<file path="src/rtl/morse_rx_fifo.sv">
// Morse receiver: synchronizes the line, times marks/gaps against dot period P,
// decodes characters and queues {unknown, char} in a small FIFO.
// Optional macro MORSE_RX_PUNCT_EN adds decoding of '.', ',' and '?'.
module morse_rx_fifo #(
    parameter int PERIOD_WIDTH = 28,
    parameter int MAX_ELEMENTS = 6,
    parameter int FIFO_DEPTH   = 4
) (
    input  logic                    clk_i,
    input  logic                    rst_i,
    input  logic                    morse_i,
    input  logic [PERIOD_WIDTH-1:0] dot_period_i,
    output logic [7:0]              char_o,
    output logic                    unknown_o,
    output logic                    char_valid_o,
    input  logic                    char_ready_i,
    output logic                    dot_period_error_o,
    output logic                    overflow_o
);

    localparam int CNT_W  = PERIOD_WIDTH + 3;
    localparam int CODE_W = (MAX_ELEMENTS > 6) ? MAX_ELEMENTS : 6;
    localparam int LEN_W  = ($clog2(MAX_ELEMENTS + 1) > 4) ? $clog2(MAX_ELEMENTS + 1) : 4;
    localparam int AW     = $clog2(FIFO_DEPTH);

    typedef enum logic [1:0] {
        IDLE = 2'd0,
        MARK = 2'd1,
        GAP  = 2'd2
    } state_t;

    // Key is {element count, elements right-aligned, first element highest, dash=1}.
    function automatic logic [8:0] decode_char(input logic [3:0] len,
                                               input logic [5:0] code,
                                               input logic       overrun);
        logic [8:0] res;
        res = {1'b1, 8'h3F};
        if (overrun) begin
            res = {1'b1, 8'h3F};
        end else begin
            case ({len, code})
                {4'd2, 6'b000001}: res = {1'b0, 8'h41};
                {4'd4, 6'b001000}: res = {1'b0, 8'h42};
                {4'd4, 6'b001010}: res = {1'b0, 8'h43};
                {4'd3, 6'b000100}: res = {1'b0, 8'h44};
                {4'd1, 6'b000000}: res = {1'b0, 8'h45};
                {4'd4, 6'b000010}: res = {1'b0, 8'h46};
                {4'd3, 6'b000110}: res = {1'b0, 8'h47};
                {4'd4, 6'b000000}: res = {1'b0, 8'h48};
                {4'd2, 6'b000000}: res = {1'b0, 8'h49};
                {4'd4, 6'b000111}: res = {1'b0, 8'h4A};
                {4'd3, 6'b000101}: res = {1'b0, 8'h4B};
                {4'd4, 6'b000100}: res = {1'b0, 8'h4C};
                {4'd2, 6'b000011}: res = {1'b0, 8'h4D};
                {4'd2, 6'b000010}: res = {1'b0, 8'h4E};
                {4'd3, 6'b000111}: res = {1'b0, 8'h4F};
                {4'd4, 6'b000110}: res = {1'b0, 8'h50};
                {4'd4, 6'b001101}: res = {1'b0, 8'h51};
                {4'd3, 6'b000010}: res = {1'b0, 8'h52};
                {4'd3, 6'b000000}: res = {1'b0, 8'h53};
                {4'd1, 6'b000001}: res = {1'b0, 8'h54};
                {4'd3, 6'b000001}: res = {1'b0, 8'h55};
                {4'd4, 6'b000001}: res = {1'b0, 8'h56};
                {4'd3, 6'b000011}: res = {1'b0, 8'h57};
                {4'd4, 6'b001001}: res = {1'b0, 8'h58};
                {4'd4, 6'b001011}: res = {1'b0, 8'h59};
                {4'd4, 6'b001100}: res = {1'b0, 8'h5A};
                {4'd5, 6'b011111}: res = {1'b0, 8'h30};
                {4'd5, 6'b001111}: res = {1'b0, 8'h31};
                {4'd5, 6'b000111}: res = {1'b0, 8'h32};
                {4'd5, 6'b000011}: res = {1'b0, 8'h33};
                {4'd5, 6'b000001}: res = {1'b0, 8'h34};
                {4'd5, 6'b000000}: res = {1'b0, 8'h35};
                {4'd5, 6'b010000}: res = {1'b0, 8'h36};
                {4'd5, 6'b011000}: res = {1'b0, 8'h37};
                {4'd5, 6'b011100}: res = {1'b0, 8'h38};
                {4'd5, 6'b011110}: res = {1'b0, 8'h39};
`ifdef MORSE_RX_PUNCT_EN
                {4'd6, 6'b010101}: res = {1'b0, 8'h2E};
                {4'd6, 6'b110011}: res = {1'b0, 8'h2C};
                {4'd6, 6'b001100}: res = {1'b0, 8'h3F};
`endif
                default:           res = {1'b1, 8'h3F};
            endcase
        end
        return res;
    endfunction

    state_t                  state_r, state_n;
    logic                    sync1_r, sync2_r, sync3_r;
    logic [CNT_W-1:0]        cnt_r, cnt_n, cnt_inc_s;
    logic [PERIOD_WIDTH-1:0] p_r, p_eff_s;
    logic [CNT_W-1:0]        half_s, two_s, four_s, five_s;
    logic [CODE_W-1:0]       code_r;
    logic [LEN_W-1:0]        len_r;
    logic                    overrun_r;
    logic                    rise_s, fall_s;
    logic                    append_s, is_dash_s, clear_s, push_s, mark_err_s;
    logic [8:0]              push_data_s, decoded_s;
    logic [3:0]              key_len_s;
    logic [8:0]              mem_r [FIFO_DEPTH];
    logic [AW-1:0]           wr_ptr_r, rd_ptr_r;
    logic [AW:0]             count_r;
    logic                    full_s, pop_s, accept_s;
    logic                    err_r, ovf_r;

    assign rise_s    = sync2_r & ~sync3_r;
    assign fall_s    = ~sync2_r & sync3_r;
    assign cnt_inc_s = (cnt_r == {CNT_W{1'b1}}) ? cnt_r : cnt_r + CNT_W'(1);
    assign p_eff_s   = (state_r == IDLE) ? dot_period_i : p_r;
    assign half_s    = CNT_W'(p_r >> 1);
    assign two_s     = CNT_W'(p_r) << 1;
    assign four_s    = CNT_W'(p_r) << 2;
    assign five_s    = four_s + CNT_W'(p_r);
    assign key_len_s = (len_r > LEN_W'(6)) ? 4'hF : len_r[3:0];
    assign decoded_s = decode_char(key_len_s, code_r[5:0], overrun_r);

    // Line synchronizer plus one extra stage for edge detection.
    always_ff @(posedge clk_i or negedge rst_i) begin
        if (!rst_i) begin
            sync1_r <= 1'b0;
            sync2_r <= 1'b0;
            sync3_r <= 1'b0;
        end else begin
            sync1_r <= morse_i;
            sync2_r <= sync1_r;
            sync3_r <= sync2_r;
        end
    end

    // FSM state, duration counter and period latch (P tracks the input only in IDLE).
    always_ff @(posedge clk_i or negedge rst_i) begin
        if (!rst_i) begin
            state_r <= IDLE;
            cnt_r   <= CNT_W'(0);
            p_r     <= PERIOD_WIDTH'(0);
        end else begin
            state_r <= state_n;
            cnt_r   <= cnt_n;
            if (state_r == IDLE) begin
                p_r <= dot_period_i;
            end else begin
                p_r <= p_r;
            end
        end
    end

    // Next-state logic: mark classification and gap-driven character/space emission.
    always_comb begin
        state_n     = state_r;
        cnt_n       = cnt_r;
        append_s    = 1'b0;
        is_dash_s   = 1'b0;
        clear_s     = 1'b0;
        push_s      = 1'b0;
        push_data_s = 9'h000;
        mark_err_s  = 1'b0;
        case (state_r)
            IDLE: begin
                if (rise_s && (p_eff_s != PERIOD_WIDTH'(0))) begin
                    state_n = MARK;
                    cnt_n   = CNT_W'(1);
                end else begin
                    cnt_n   = CNT_W'(0);
                end
            end
            MARK: begin
                if (fall_s) begin
                    if ((cnt_r < half_s) || (cnt_r >= four_s)) begin
                        mark_err_s = 1'b1;
                        clear_s    = 1'b1;
                        state_n    = IDLE;
                        cnt_n      = CNT_W'(0);
                    end else begin
                        append_s   = 1'b1;
                        is_dash_s  = (cnt_r >= two_s);
                        state_n    = GAP;
                        cnt_n      = CNT_W'(1);
                    end
                end else begin
                    cnt_n = cnt_inc_s;
                end
            end
            GAP: begin
                if (rise_s) begin
                    state_n = MARK;
                    cnt_n   = CNT_W'(1);
                end else begin
                    cnt_n = cnt_inc_s;
                    if (cnt_r == five_s) begin
                        push_s      = 1'b1;
                        push_data_s = {1'b0, 8'h20};
                        state_n     = IDLE;
                        cnt_n       = CNT_W'(0);
                    end else if ((cnt_r == two_s) && (len_r != LEN_W'(0))) begin
                        push_s      = 1'b1;
                        push_data_s = decoded_s;
                        clear_s     = 1'b1;
                    end else begin
                        push_s      = 1'b0;
                    end
                end
            end
            default: begin
                state_n = IDLE;
                cnt_n   = CNT_W'(0);
            end
        endcase
    end

    // Element buffer; overrun stays set until the character is cleared.
    always_ff @(posedge clk_i or negedge rst_i) begin
        if (!rst_i) begin
            code_r    <= CODE_W'(0);
            len_r     <= LEN_W'(0);
            overrun_r <= 1'b0;
        end else if (clear_s) begin
            code_r    <= CODE_W'(0);
            len_r     <= LEN_W'(0);
            overrun_r <= 1'b0;
        end else if (append_s) begin
            if (len_r < LEN_W'(MAX_ELEMENTS)) begin
                code_r <= {code_r[CODE_W-2:0], is_dash_s};
                len_r  <= len_r + LEN_W'(1);
            end else begin
                overrun_r <= 1'b1;
            end
        end else begin
            overrun_r <= overrun_r;
        end
    end

    assign full_s   = (count_r == (AW+1)'(FIFO_DEPTH));
    assign pop_s    = char_valid_o & char_ready_i;
    assign accept_s = push_s & (~full_s | pop_s);

    // Character FIFO; a pop in the same cycle frees room for a push when full.
    always_ff @(posedge clk_i or negedge rst_i) begin
        if (!rst_i) begin
            wr_ptr_r <= AW'(0);
            rd_ptr_r <= AW'(0);
            count_r  <= (AW+1)'(0);
            for (int i = 0; i < FIFO_DEPTH; i++) begin
                mem_r[i] <= 9'h000;
            end
        end else begin
            if (accept_s) begin
                mem_r[wr_ptr_r] <= push_data_s;
                wr_ptr_r        <= wr_ptr_r + AW'(1);
            end else begin
                wr_ptr_r        <= wr_ptr_r;
            end
            if (pop_s) begin
                rd_ptr_r <= rd_ptr_r + AW'(1);
            end else begin
                rd_ptr_r <= rd_ptr_r;
            end
            count_r <= count_r + (AW+1)'(accept_s) - (AW+1)'(pop_s);
        end
    end

    // Status pulses; error also stays high while the effective period is zero.
    always_ff @(posedge clk_i or negedge rst_i) begin
        if (!rst_i) begin
            err_r <= 1'b0;
            ovf_r <= 1'b0;
        end else begin
            err_r <= mark_err_s | (p_eff_s == PERIOD_WIDTH'(0));
            ovf_r <= push_s & full_s & ~pop_s;
        end
    end

    assign char_valid_o       = (count_r != (AW+1)'(0));
    assign dot_period_error_o = err_r;
    assign overflow_o         = ovf_r;

    // Head of FIFO, forced to zero when empty.
    always_comb begin
        if (char_valid_o) begin
            char_o    = mem_r[rd_ptr_r][7:0];
            unknown_o = mem_r[rd_ptr_r][8];
        end else begin
            char_o    = 8'h00;
            unknown_o = 1'b0;
        end
    end

endmodule

</file>
<file path="config.mk">
export PLATFORM = sky130hd
export DESIGN_NAME = morse_rx_fifo
export DESIGN_NICKNAME = d
export VERILOG_FILES = /design/src/rtl/morse_rx_fifo.sv
export SDC_FILE = /design/constraint.sdc
export NUM_CORES = 1
export LEC_CHECK = 0
export ABC_AREA = 1
export ABC_CLOCK_PERIOD_IN_PS = 4500
export CORE_UTILIZATION = 63
export DETAILED_ROUTE_END_ITERATION = 10
export PLACE_DENSITY = 0.79
export SLEW_MARGIN = 20
export SYNTH_ARGS = -nofsm -noshare
export SYNTH_HDL_FRONTEND = slang
export SYNTH_SLANG_ARGS = --single-unit
</file>
<file path="constraint.sdc">
create_clock -name clk_i -period 4.5 [get_ports clk_i]
set_clock_uncertainty 0.05 [all_clocks]
set_input_delay 1.125 -clock clk_i [delete_from_list [all_inputs] [get_ports clk_i]]
set_output_delay 1.125 -clock clk_i [all_outputs]
set_load 0.01 [all_outputs]
</file>
==> results of run 1 <==
[metal layers]
metal,track usage,vias to the layer above,part of all wire
met3,0.0489,100,0.060
li1,-,5792,-
met5,0,-,0
met4,0.178,0,0.043
met2,0.648,472,0.49
met1,0.439,5278,0.41
[worst max-delay path by stage]
stage,start,slack (ns),to,cells past startpoint
finish,p_r[0]$_DFF_PN0_,0.43,count_r[2]$_DFF_PN0_,23
global placement,p_r[0]$_DFF_PN0_,0.69,count_r[1]$_DFF_PN0_,23
floorplan,p_r[0]$_DFF_PN0_,1.13,count_r[2]$_DFF_PN0_,23
global route,p_r[0]$_DFF_PN0_,0.12,count_r[2]$_DFF_PN0_,23
CTS,p_r[0]$_DFF_PN0_,0.51,count_r[2]$_DFF_PN0_,23
detailed placement,p_r[0]$_DFF_PN0_,0.56,count_r[2]$_DFF_PN0_,23
[worst max-delay path: stages (launching register included)]
cell	delay, ns
dfrtp_1	0.44
ha_1	0.24
inv_1	0.07
fa_1	0.38
inv_1	0.11
nand3_1	0.08
nand2_1	0.15
nand2_1	0.09
nand2_1	0.11
nand2_1	0.09
nand2_1	0.09
nor2_1	0.04
a211oi_1	0.22
nand4_1	0.11
nor2_1	0.18
nand4_1	0.16
nand2_1	0.16
nand3_1	0.10
ha_1	0.30
inv_1	0.06
ha_1	0.13
inv_1	0.05
fa_1	0.37
xnor2_1	0.19
[cell type report]
class / instances / share of cell area
sequential: 116 / 0.228
timing repair buffer: 46 / 0.0361
multi-input combinational: 1321 / 0.573
clock inverter: 15 / 0.0141
clock buffer: 17 / 0.0334
inverter: 317 / 0.0933
tap: 229 / 0.0225
[cell families (layout without fill, tap and decap cells)]
kind of cell,after synthesis,count (layout)
AND/OR/NAND/NOR,929,929
AO/OA/AOI/OAI,212,212
adder cells (fa/ha/maj),125,125
flip-flops,116,116
XOR/XNOR,54,54
other,1,1
buffers and inverters,344,395
[layout by cell type, fill, tap and decap left out, drive strengths merged, types with 17 or more instances in the layout]
master and count:
a21oi 113, o21ai 76, nand2 455, nor3 45, clkdlybuf4s50 41, nand3 101, nor2 241, nor4 18
xnor2 18, inv 324, clkbuf 17, ha 123, nand4 50, dfrtp 116, xor2 35
[power by group]
| part | switching (W) | internal [W] | total (W) |
|---|---|---|---|
| logic | 0.00332 | 0.00170 | 0.00502 |
| clock network | 0.000596 | 0.000842 | 0.00144 |
| registers | 0.000226 | 0.00121 | 0.00144 |
[stage by stage]
| stage | hold WS (ns) | utilization | cells |
|---|---|---|---|
| floorplan | 0.281 | - | 1781 |
| global placement | 0.284 | 0.676 | 2029 |
| detailed placement | 0.290 | 0.676 | 2029 |
| CTS | 0.304 | 0.710 | 2061 |
| global route | 0.314 | 0.710 | 2061 |
| finish | 0.301 | 0.710 | 2061 |
[state kept, by name (all words and copies together), names as in the netlist]
| name | cells |
|---|---|
| cnt_r | 31 |
| code_r | 6 |
| count_r | 3 |
| dot_period_error_o | 1 |
| len_r | 4 |
| mem_r | 32 |
| overflow_o | 1 |
| overrun_r | 1 |
| p_r | 28 |
| rd_ptr_r | 2 |
| state_r | 2 |
| sync1_r | 1 |
| sync2_r | 1 |
| sync3_r | 1 |
| wr_ptr_r | 2 |
==> impl_metrics.yaml, run 1 <==
clock_network:
  hold_buffers: 0
  cts.sinks: 116
  clockBufferDepth: 2
  post-cts-setup-buffers: 0
  clk_latency_ns: 0.43
  numCtsBuffers: 17
  cts_resized: 0
  cts_tree: "done"
  cts-root-buf: "clkbuf_16"
  clkTransAtPathRegs_ns: 0.07
  htree_num_levels: 4
routing:
  ant_nets: 0
  vias_per_cell: 5.65
  post-route-drc-count: 0
  vias: 11600
  wl_um: 33500
  first_pass_iters: 6
  wl_per_cell_um: 16.3
  dr.first_iter.drc_count: 814
yosys:
  synth_ff_type: "dfrtp_1"
  ys_top_cells_by_area: "dfrtp_1, nand2_1, ha_1"
  synth_mux_area_frac: 0
  netlist_area_sq_um: 11500
  synth_top_family_by_area: "simple AND/OR/NAND/NOR gates"
  yosys_warnings: 0
  syn-num-nets: 1938
  yosys-top-cells-count: "nand2_1, inv_1, nor2_1"
  async_flop_share: 1.00
  synth-edff-count: 0
  synthXorXnorAreaFrac: 0.0422
  synth_cells: 1781
  synth_area_leader_cell: "dfrtp_1"
  synth_compound_area_frac: 0.0969
  synth_top_area_share: 0.251
  yosysMostFrequentCell: "nand2_1"
  avgSynthCellArea_sq_um: 6.48
  ys_types: 48
  synthAdderAreaFrac: 0.137
  ys_seq_area_frac: 0.251
  ys_ff_latch: 116
  yosys.area_share.simple: 0.356
placed_design:
  port_buffers: 42
  dp_slack_ns: 0.561
  place.gp.congestion: 0.960
  dpl.hpwl_um: 26000
  place_area_sq_um: 12100
timing:
  rsz0062_at_grt: "no"
  final_max_slew_viol_count: 0
  max_slew_margin: 0.420
  setup_viol: 0
  fin_ws_ns: 0.427
  period_needed_ns: 4.07
  tns_ns: 0
  timing.final.crit_share: 0.905
  final_hold_viol_count: 0
  fmax_mhz: 246
  worst_pin_slew_ns: 0.870
pwr:
  power.density_nw_per_um2: 619
  leakage_nw: 7.02
  ir_drop_uv: 510
  p_total_w: 0.00789
run:
  max_cap_violations: 0
final_layout:
  drive_gt1_frac: 0.0529
  areaGrowthSynthToFinish_pct: 10.4
  final_nets: 1976
  finalInstanceArea_sq_um: 12700
  num_antenna_cells: 0
  multiInputGateArea_sq_um: 7300
  regArea_sq_um: 2900
  nFillCells: 1544
floorplan:
  die_area_sq_um: 18900
  rows: 49
  start_util: 0.643
  num_io_pins: 44
  fp.dieW_um: 137
  dieHeight_um: 137
  core_area_sq_um: 18000
status:
  outcome: "complete, no violations"
critical_path:
  reg2reg_to: "count_r[2]$_DFF_PN0_"
  cp-start-kind: "flop"
  r2r_slack_ns: 0.43
  crit_arrival_ns: 4.37
  cp_data_required_time_ns: 4.79
  reg2reg_depth: 23
  path_class: "flop to flop"
  rr_startpoint: "p_r[0]$_DFF_PN0_"
  path_max_fanout: 5
  cp-end-kind: "flop"
hold_path:
  hold_class: "flop to flop"
  holdCritStartpoint: "sync1_r$_DFF_PN0_"
  min_delay_worst_endpoint: "sync2_r$_DFF_PN0_"
  holdPathStages: 0
global_route:
  grt_usage: 0.367
  grt_pass1_wl_um: 53000
  overflow: 0
  grt_max_degree: 63
  antenna_found_initial: 0
  grt_pass1_vias: 11000
Power figures use the tool's default switching activity.
==> inputs of run 2 (changes only) <==
--- a/config.mk
+++ b/config.mk
@@ -7,9 +7,10 @@
 export LEC_CHECK = 0
 export ABC_AREA = 1
 export ABC_CLOCK_PERIOD_IN_PS = 4500
-export CORE_UTILIZATION = 63
+export CORE_UTILIZATION = 40
 export DETAILED_ROUTE_END_ITERATION = 10
-export PLACE_DENSITY = 0.79
+export PLACE_DENSITY = 0.53
+export REMOVE_ABC_BUFFERS = 1
 export SLEW_MARGIN = 20
 export SYNTH_ARGS = -nofsm -noshare
 export SYNTH_HDL_FRONTEND = slang
==> run 2 against run 1 <==
Cell count grew 7.4%. Setup slack gained 0.14 ns. Global-route usage shrank 11 points. Clock power shrank 9%. Hold slack lost 0.0021 ns. Critical endpoint unchanged.
==> impl_metrics.yaml, run 2 (same netlist as run 1, synthesis figures left out) <==
hold_path:
  min_delay_worst_endpoint: "sync2_r$_DFF_PN0_"
  holdPathStages: 0
  holdCritStartpoint: "sync1_r$_DFF_PN0_"
  hold_class: "flop to flop"
critical_path:
  cpMaxStageDelayCell: "dfrtp_1"
  cp_num_buf_inv: 4
  r2r_slack_ns: 0.57
  cp-end-kind: "flop"
  cp-start-kind: "flop"
  path_cells: "ha_1 > inv_1 > fa_1 > inv_1 > nand3_1 > nand2_1 > nand2_1 > nand2_1 > nand2_1 > nand2_1 > nor2_1 > a211oi_1 > nand4_1 > nor2_1 > nand4_1 > nand2_1 > nand3_1 > ha_1 > inv_1 > ha_1 > inv_1 > fa_1 > xnor2_1"
  crit_arrival_ns: 4.19
  cp_data_required_time_ns: 4.76
  reg2reg_depth: 23
  crit_cells: 23
  reg2reg_to: "count_r[2]$_DFF_PN0_"
  max_stage_delay_ns: 0.43
  path_class: "flop to flop"
  path_max_fanout: 5
  rr_startpoint: "p_r[0]$_DFF_PN0_"
  crit_family: "adder cells"
  cp_common_cell: "nand2_1"
routing:
  vias_per_cell: 5.07
  post-route-drc-count: 0
  first_pass_iters: 5
  wl_um: 35700
  vias: 11200
  ant_nets: 0
  dr.first_iter.drc_count: 742
  wl_per_cell_um: 16.1
pwr:
  ir_drop_uv: 273
  seqPwrFrac: 0.181
  swShare: 0.535
  clock_power_share: 0.168
  power.switching_w: 0.00417
  p_comb_frac: 0.650
  internal-power_w: 0.00363
  power.density_nw_per_um2: 605
  leakage_nw: 7.00
floorplan:
  fp.dieW_um: 172
  start_util: 0.411
  rows: 61
  die_area_sq_um: 29500
  core_area_sq_um: 28100
  num_io_pins: 44
  dieHeight_um: 172
timing:
  fmax_mhz: 254
  rsz0062_at_grt: "no"
  setup_viol: 0
  fin_ws_ns: 0.570
  final_hold_viol_count: 0
  tns_ns: 0
  max_slew_margin: 0.432
  holdWs_ns: 0.299
  period_needed_ns: 3.93
  final_max_slew_viol_count: 0
  timing.final.crit_share: 0.873
  worst_pin_slew_ns: 0.849
clock_network:
  cts-root-buf: "clkbuf_16"
  cts_tree: "done"
  post-cts-setup-buffers: 0
  htree_num_levels: 4
  hold_buffers: 0
  cts.sinks: 116
  clkTransAtPathRegs_ns: 0.06
  clockBufferDepth: 2
  numCtsBuffers: 17
  cts_resized: 0
  clk_latency_ns: 0.43
final_layout:
  nFillCells: 3091
  final_common_cell: "nand2_1"
  largest_register_ffs: 32
  num_antenna_cells: 0
  final_cell_mix: "nand2_1, inv_1, nor2_1, ha_1, dfrtp_1"
  reg.largest.list: "mem_r (32), cnt_r (31), p_r (28)"
  final_nets: 1979
  utilization: 0.459
  stdcell_count: 2213
  areaGrowthSynthToFinish_pct: 11.7
  regMostFlops: "mem_r"
  drive_gt1_frac: 0.0545
global_route:
  overflow: 0
  grt_pass1_vias: 11000
  antenna_found_initial: 0
  grt_max_degree: 62
  grt_usage: 0.253
  grt_pass1_wl_um: 56700
status:
  outcome: "complete, no violations"
placed_design:
  place.gp.congestion: 0.929
  dp_slack_ns: 0.546
  dpl.hpwl_um: 28700
  placed_cells: 2181
  port_buffers: 42
run:
  max_cap_violations: 0
run 2: changes by cell type in the layout (fill, tap and decap cells not counted):
cell and delta:
buf_4 +4, bufinv_16 -2, clkinv_4 +3, inv_8 -1
buf_12 -1, inv_6 -4, clkinvlp_4 +2, clkinv_2 +2
run 2: layer usage:
layer,share of wire,track usage,vias to the layer above
met5,0,0,-
met2,0.49,0.452,213
met3,0.028,0.0298,54
li1,-,-,5795
met1,0.45,0.309,5162
met4,0.029,0.0931,0
run 2: worst max-delay path by stage:
stage,start,to,slack [ns]
6_report,p_r[0]$_DFF_PN0_,count_r[2]$_DFF_PN0_,0.57
5_1_grt,p_r[0]$_DFF_PN0_,count_r[2]$_DFF_PN0_,0.18
4_1_cts,p_r[0]$_DFF_PN0_,count_r[2]$_DFF_PN0_,0.54
3_5_place_dp,p_r[0]$_DFF_PN0_,count_r[2]$_DFF_PN0_,0.55
3_3_place_gp,p_r[0]$_DFF_PN0_,count_r[1]$_DFF_PN0_,0.60
2_1_floorplan,p_r[0]$_DFF_PN0_,count_r[2]$_DFF_PN0_,1.13
run 2: final cells by class:
type / instances / area (sq um) / share of cell area
Multi-Input combinational cell: 1321 / 7300 / 0.567
Sequential cell: 116 / 2900 / 0.225
Timing Repair Buffer: 49 / 470 / 0.0365
Inverter: 317 / 1190 / 0.0923
Clock inverter: 15 / 125 / 0.00971
Clock buffer: 17 / 425 / 0.0330
Tap cell: 378 / 473 / 0.0367
run 2: metrics by stage:
step | instance area (sq um) | total power [W]
global placement | 12300 | 0.00647
detailed placement | 12300 | 0.00648
CTS | 12900 | 0.00784
finish | 12900 | 0.00780
floorplan | 11400 | 0.00502
global route | 12900 | 0.00857
run 2: worst register-to-register path, delay by kind of cell (launching register included):
kind	cells	cell delay, ns
AO/OA/AOI/OAI	1	0.22
buffers and inverters	4	0.27
AND/OR/NAND/NOR	12	1.31
XOR/XNOR	1	0.13
flip-flops	1	0.43
adder cells (fa/ha/maj)	5	1.40
run 2: power groups by stage:
stage / logic (W) / registers [W] / clock network (W)
floorplan: 0.00364 / 0.00137 / 0
finish: 0.00507 / 0.00141 / 0.00131
global route: 0.00575 / 0.00144 / 0.00138
global placement: 0.00503 / 0.00143 / 0
CTS: 0.00507 / 0.00141 / 0.00135
detailed placement: 0.00505 / 0.00143 / 0
==> inputs of run 3 (changes only) <==
--- a/config.mk
+++ b/config.mk
@@ -6,7 +6,7 @@
 export NUM_CORES = 1
 export LEC_CHECK = 0
 export ABC_AREA = 1
-export ABC_CLOCK_PERIOD_IN_PS = 4500
+export ABC_CLOCK_PERIOD_IN_PS = 3700
 export CORE_UTILIZATION = 40
 export DETAILED_ROUTE_END_ITERATION = 10
 export PLACE_DENSITY = 0.53
==> constraint.sdc (replaced) <==
create_clock -name clk_i -period 3.7 [get_ports clk_i]
set_clock_uncertainty 0.05 [all_clocks]
set_input_delay 0.925 -clock clk_i [delete_from_list [all_inputs] [get_ports clk_i]]
set_output_delay 0.925 -clock clk_i [all_outputs]
set_load 0.01 [all_outputs]
==> run 3 against run 2 <==
The run now ends with negative setup slack left. Sequential power grew 19%. Combinational power grew 34%. Flip-flop and latch count is the same. Non-clock buffer count grew 50. Die area is the same. Via count grew 2.0%. Design area grew 3.8%. Global-route usage grew 0.54 points. Hold slack is essentially flat. Clock power grew 30%. Cell count grew 2.3%. Critical endpoint unchanged. Largest cell class unchanged. Largest power group unchanged.
==> impl_metrics.yaml, run 3 (same netlist as run 1, synthesis figures left out) <==
routing:
  vias: 11400
  ant_nets: 0
  vias_per_cell: 5.06
  wl_per_cell_um: 16.1
  post-route-drc-count: 0
  dr.first_iter.drc_count: 669
  wl_um: 36500
  first_pass_iters: 5
critical_path:
  cp-end-kind: "flop"
  reg2reg_to: "count_r[2]$_DFF_PN0_"
  reg2reg_depth: 22
  path_max_fanout: 2
  endpoint: "count_r[2]$_DFF_PN0_"
  cp-start-kind: "flop"
  crit_arrival_ns: 4.06
  path_class: "flop to flop"
  cp_data_required_time_ns: 3.98
  rr_startpoint: "p_r[0]$_DFF_PN0_"
  r2r_slack_ns: -0.08
  crit_start: "p_r[0]$_DFF_PN0_"
final_layout:
  final_cell_mix: "nand2_1, inv_1, nor2_1, ha_1, dfrtp_1"
  final_nets: 2029
  multiInputGateArea_sq_um: 7360
  largest_register_ffs: 32
  areaGrowthSynthToFinish_pct: 15.9
  nFillCells: 3058
  utilization: 0.476
  drive_gt1_frac: 0.0886
  final_common_cell: "nand2_1"
  reg.largest.list: "mem_r (32), cnt_r (31), p_r (28)"
  num_antenna_cells: 0
  regArea_sq_um: 2900
  regMostFlops: "mem_r"
clock_network:
  clk_latency_ns: 0.44
  numCtsBuffers: 17
  cts.sinks: 116
  cts-root-buf: "clkbuf_16"
  clockBufferDepth: 2
  clkTransAtPathRegs_ns: 0.07
  cts_tree: "done"
  htree_num_levels: 4
pwr:
  ir_drop_uv: 381
  power.density_nw_per_um2: 759
  leakage_nw: 7.27
status:
  outcome: "finished, violations left"
  violations: "negative setup slack"
run:
  max_cap_violations: 0
global_route:
  grt_usage: 0.258
  globalRouteMet1Util: 0.316
  top_usage_layer: "met2"
  overflow: 0
  grt_pass1_wl_um: 58000
  grt_max_degree: 47
  grt_util_met2: 0.467
  grt_pass1_vias: 11300
  use_met3: 0.0352
  antenna_found_initial: 0
floorplan:
  start_util: 0.411
  fp.dieW_um: 172
  rows: 61
  die_area_sq_um: 29500
  core_area_sq_um: 28100
  num_io_pins: 44
  dieHeight_um: 172
timing:
  max_slew_margin: 0.556
  period_needed_ns: 3.78
  rsz0062_at_grt: "yes"
  fin_ws_ns: -0.0813
  worst_pin_slew_ns: 0.666
  timing.final.crit_share: 1.02
  setup_viol: 2
  final_hold_viol_count: 0
  fmax_mhz: 264
  final_max_slew_viol_count: 0
placed_design:
  place.gp.congestion: 0.953
  dp_slack_ns: -0.113
  port_buffers: 42
  dpl.hpwl_um: 29000
hold_path:
  hold_class: "flop to flop"
run 3: cell count changes in the layout (fill, tap and decap cells not counted), moves of 3 or more:
cell and delta:
buf_4 +48, ha_1 -4, inv_1 -4, inv_8 +4, inv_2 +3, nand2_1 -3
nand2_2 +3
run 3: repair_timing:
action / 4_1_cts / 5_1_grt
resized for setup: 5 / 14
setup buffers: 0 / 4
hold buffers: 0 / 0
pin swaps: 3 / 15
setup endpoints to repair: 2 / 2
run 3: where the power goes:
part | switching (W) | leakage (nW) | internal (W) | total [W]
Clock | 0.000799 | 0.284 | 0.000901 | 0.00170
Sequential | 0.000211 | 1.37 | 0.00147 | 0.00168
Combinational | 0.00428 | 5.62 | 0.00250 | 0.00678
Total | 0.00529 | 7.27 | 0.00487 | 0.0102
run 3: worst max-delay path, stage by stage (launching register included):
cell and delay, ns:
dfrtp_1 0.39, ha_2 0.20, inv_2 0.06, fa_2 0.45, xnor2_2 0.15, nor2_1 0.10
nand2_1 0.08, nor2_2 0.12, nand2_1 0.07, nor2_1 0.09, nand3_1 0.09, nor3_2 0.21
nand4_1 0.13, nor2_2 0.14, nand4_1 0.15, nand2_2 0.14, nand3_2 0.09, ha_4 0.23
inv_4 0.05, ha_4 0.11, inv_2 0.03, fa_1 0.39, xnor2_1 0.13
run 3: how the worst min path moves through the flow:
stage                            startpoint                 to  slack [ns]  cells past startpoint
after CTS                 sync1_r$_DFF_PN0_  sync2_r$_DFF_PN0_        0.31                      0
after floorplan           sync1_r$_DFF_PN0_  sync2_r$_DFF_PN0_        0.28                      0
after global routing      sync1_r$_DFF_PN0_  sync2_r$_DFF_PN0_        0.33                      0
after detailed placement  sync1_r$_DFF_PN0_  sync2_r$_DFF_PN0_        0.29                      0
final                     sync1_r$_DFF_PN0_  sync2_r$_DFF_PN0_        0.30                      0
after global placement    sync1_r$_DFF_PN0_  sync2_r$_DFF_PN0_        0.29                      0
run 3: per-layer routing:
layer / vias up / share of wire
met4: 0 / 0.021
li1: 5889 / -
met5: - / 0
met3: 52 / 0.034
met1: 5280 / 0.45
met2: 226 / 0.50
run 3: per-stage QoR:
step	std cells	power (W)	cell area (sq um)	hold WS, ns	TNS [ns]
4_1_cts	2259	0.0101	13300	0.307	-0.0722
3_3_place_gp	2227	0.00831	12700	0.292	-0.147
6_report	2263	0.0102	13400	0.299	-0.161
2_1_floorplan	1754	0.00610	11400	0.281	0
3_5_place_dp	2227	0.00834	12700	0.292	-0.224
5_1_grt	2263	0.0111	13400	0.328	-0.597
run 3: final cells by class:
type | instances | share of cell area
multi-input cells | 1321 | 0.550
flip-flops and latches | 116 | 0.217
inverters | 317 | 0.0891
repair buffers | 99 | 0.0651
well taps | 378 | 0.0353
clock inverters | 15 | 0.0114
clock buffers | 17 | 0.0318
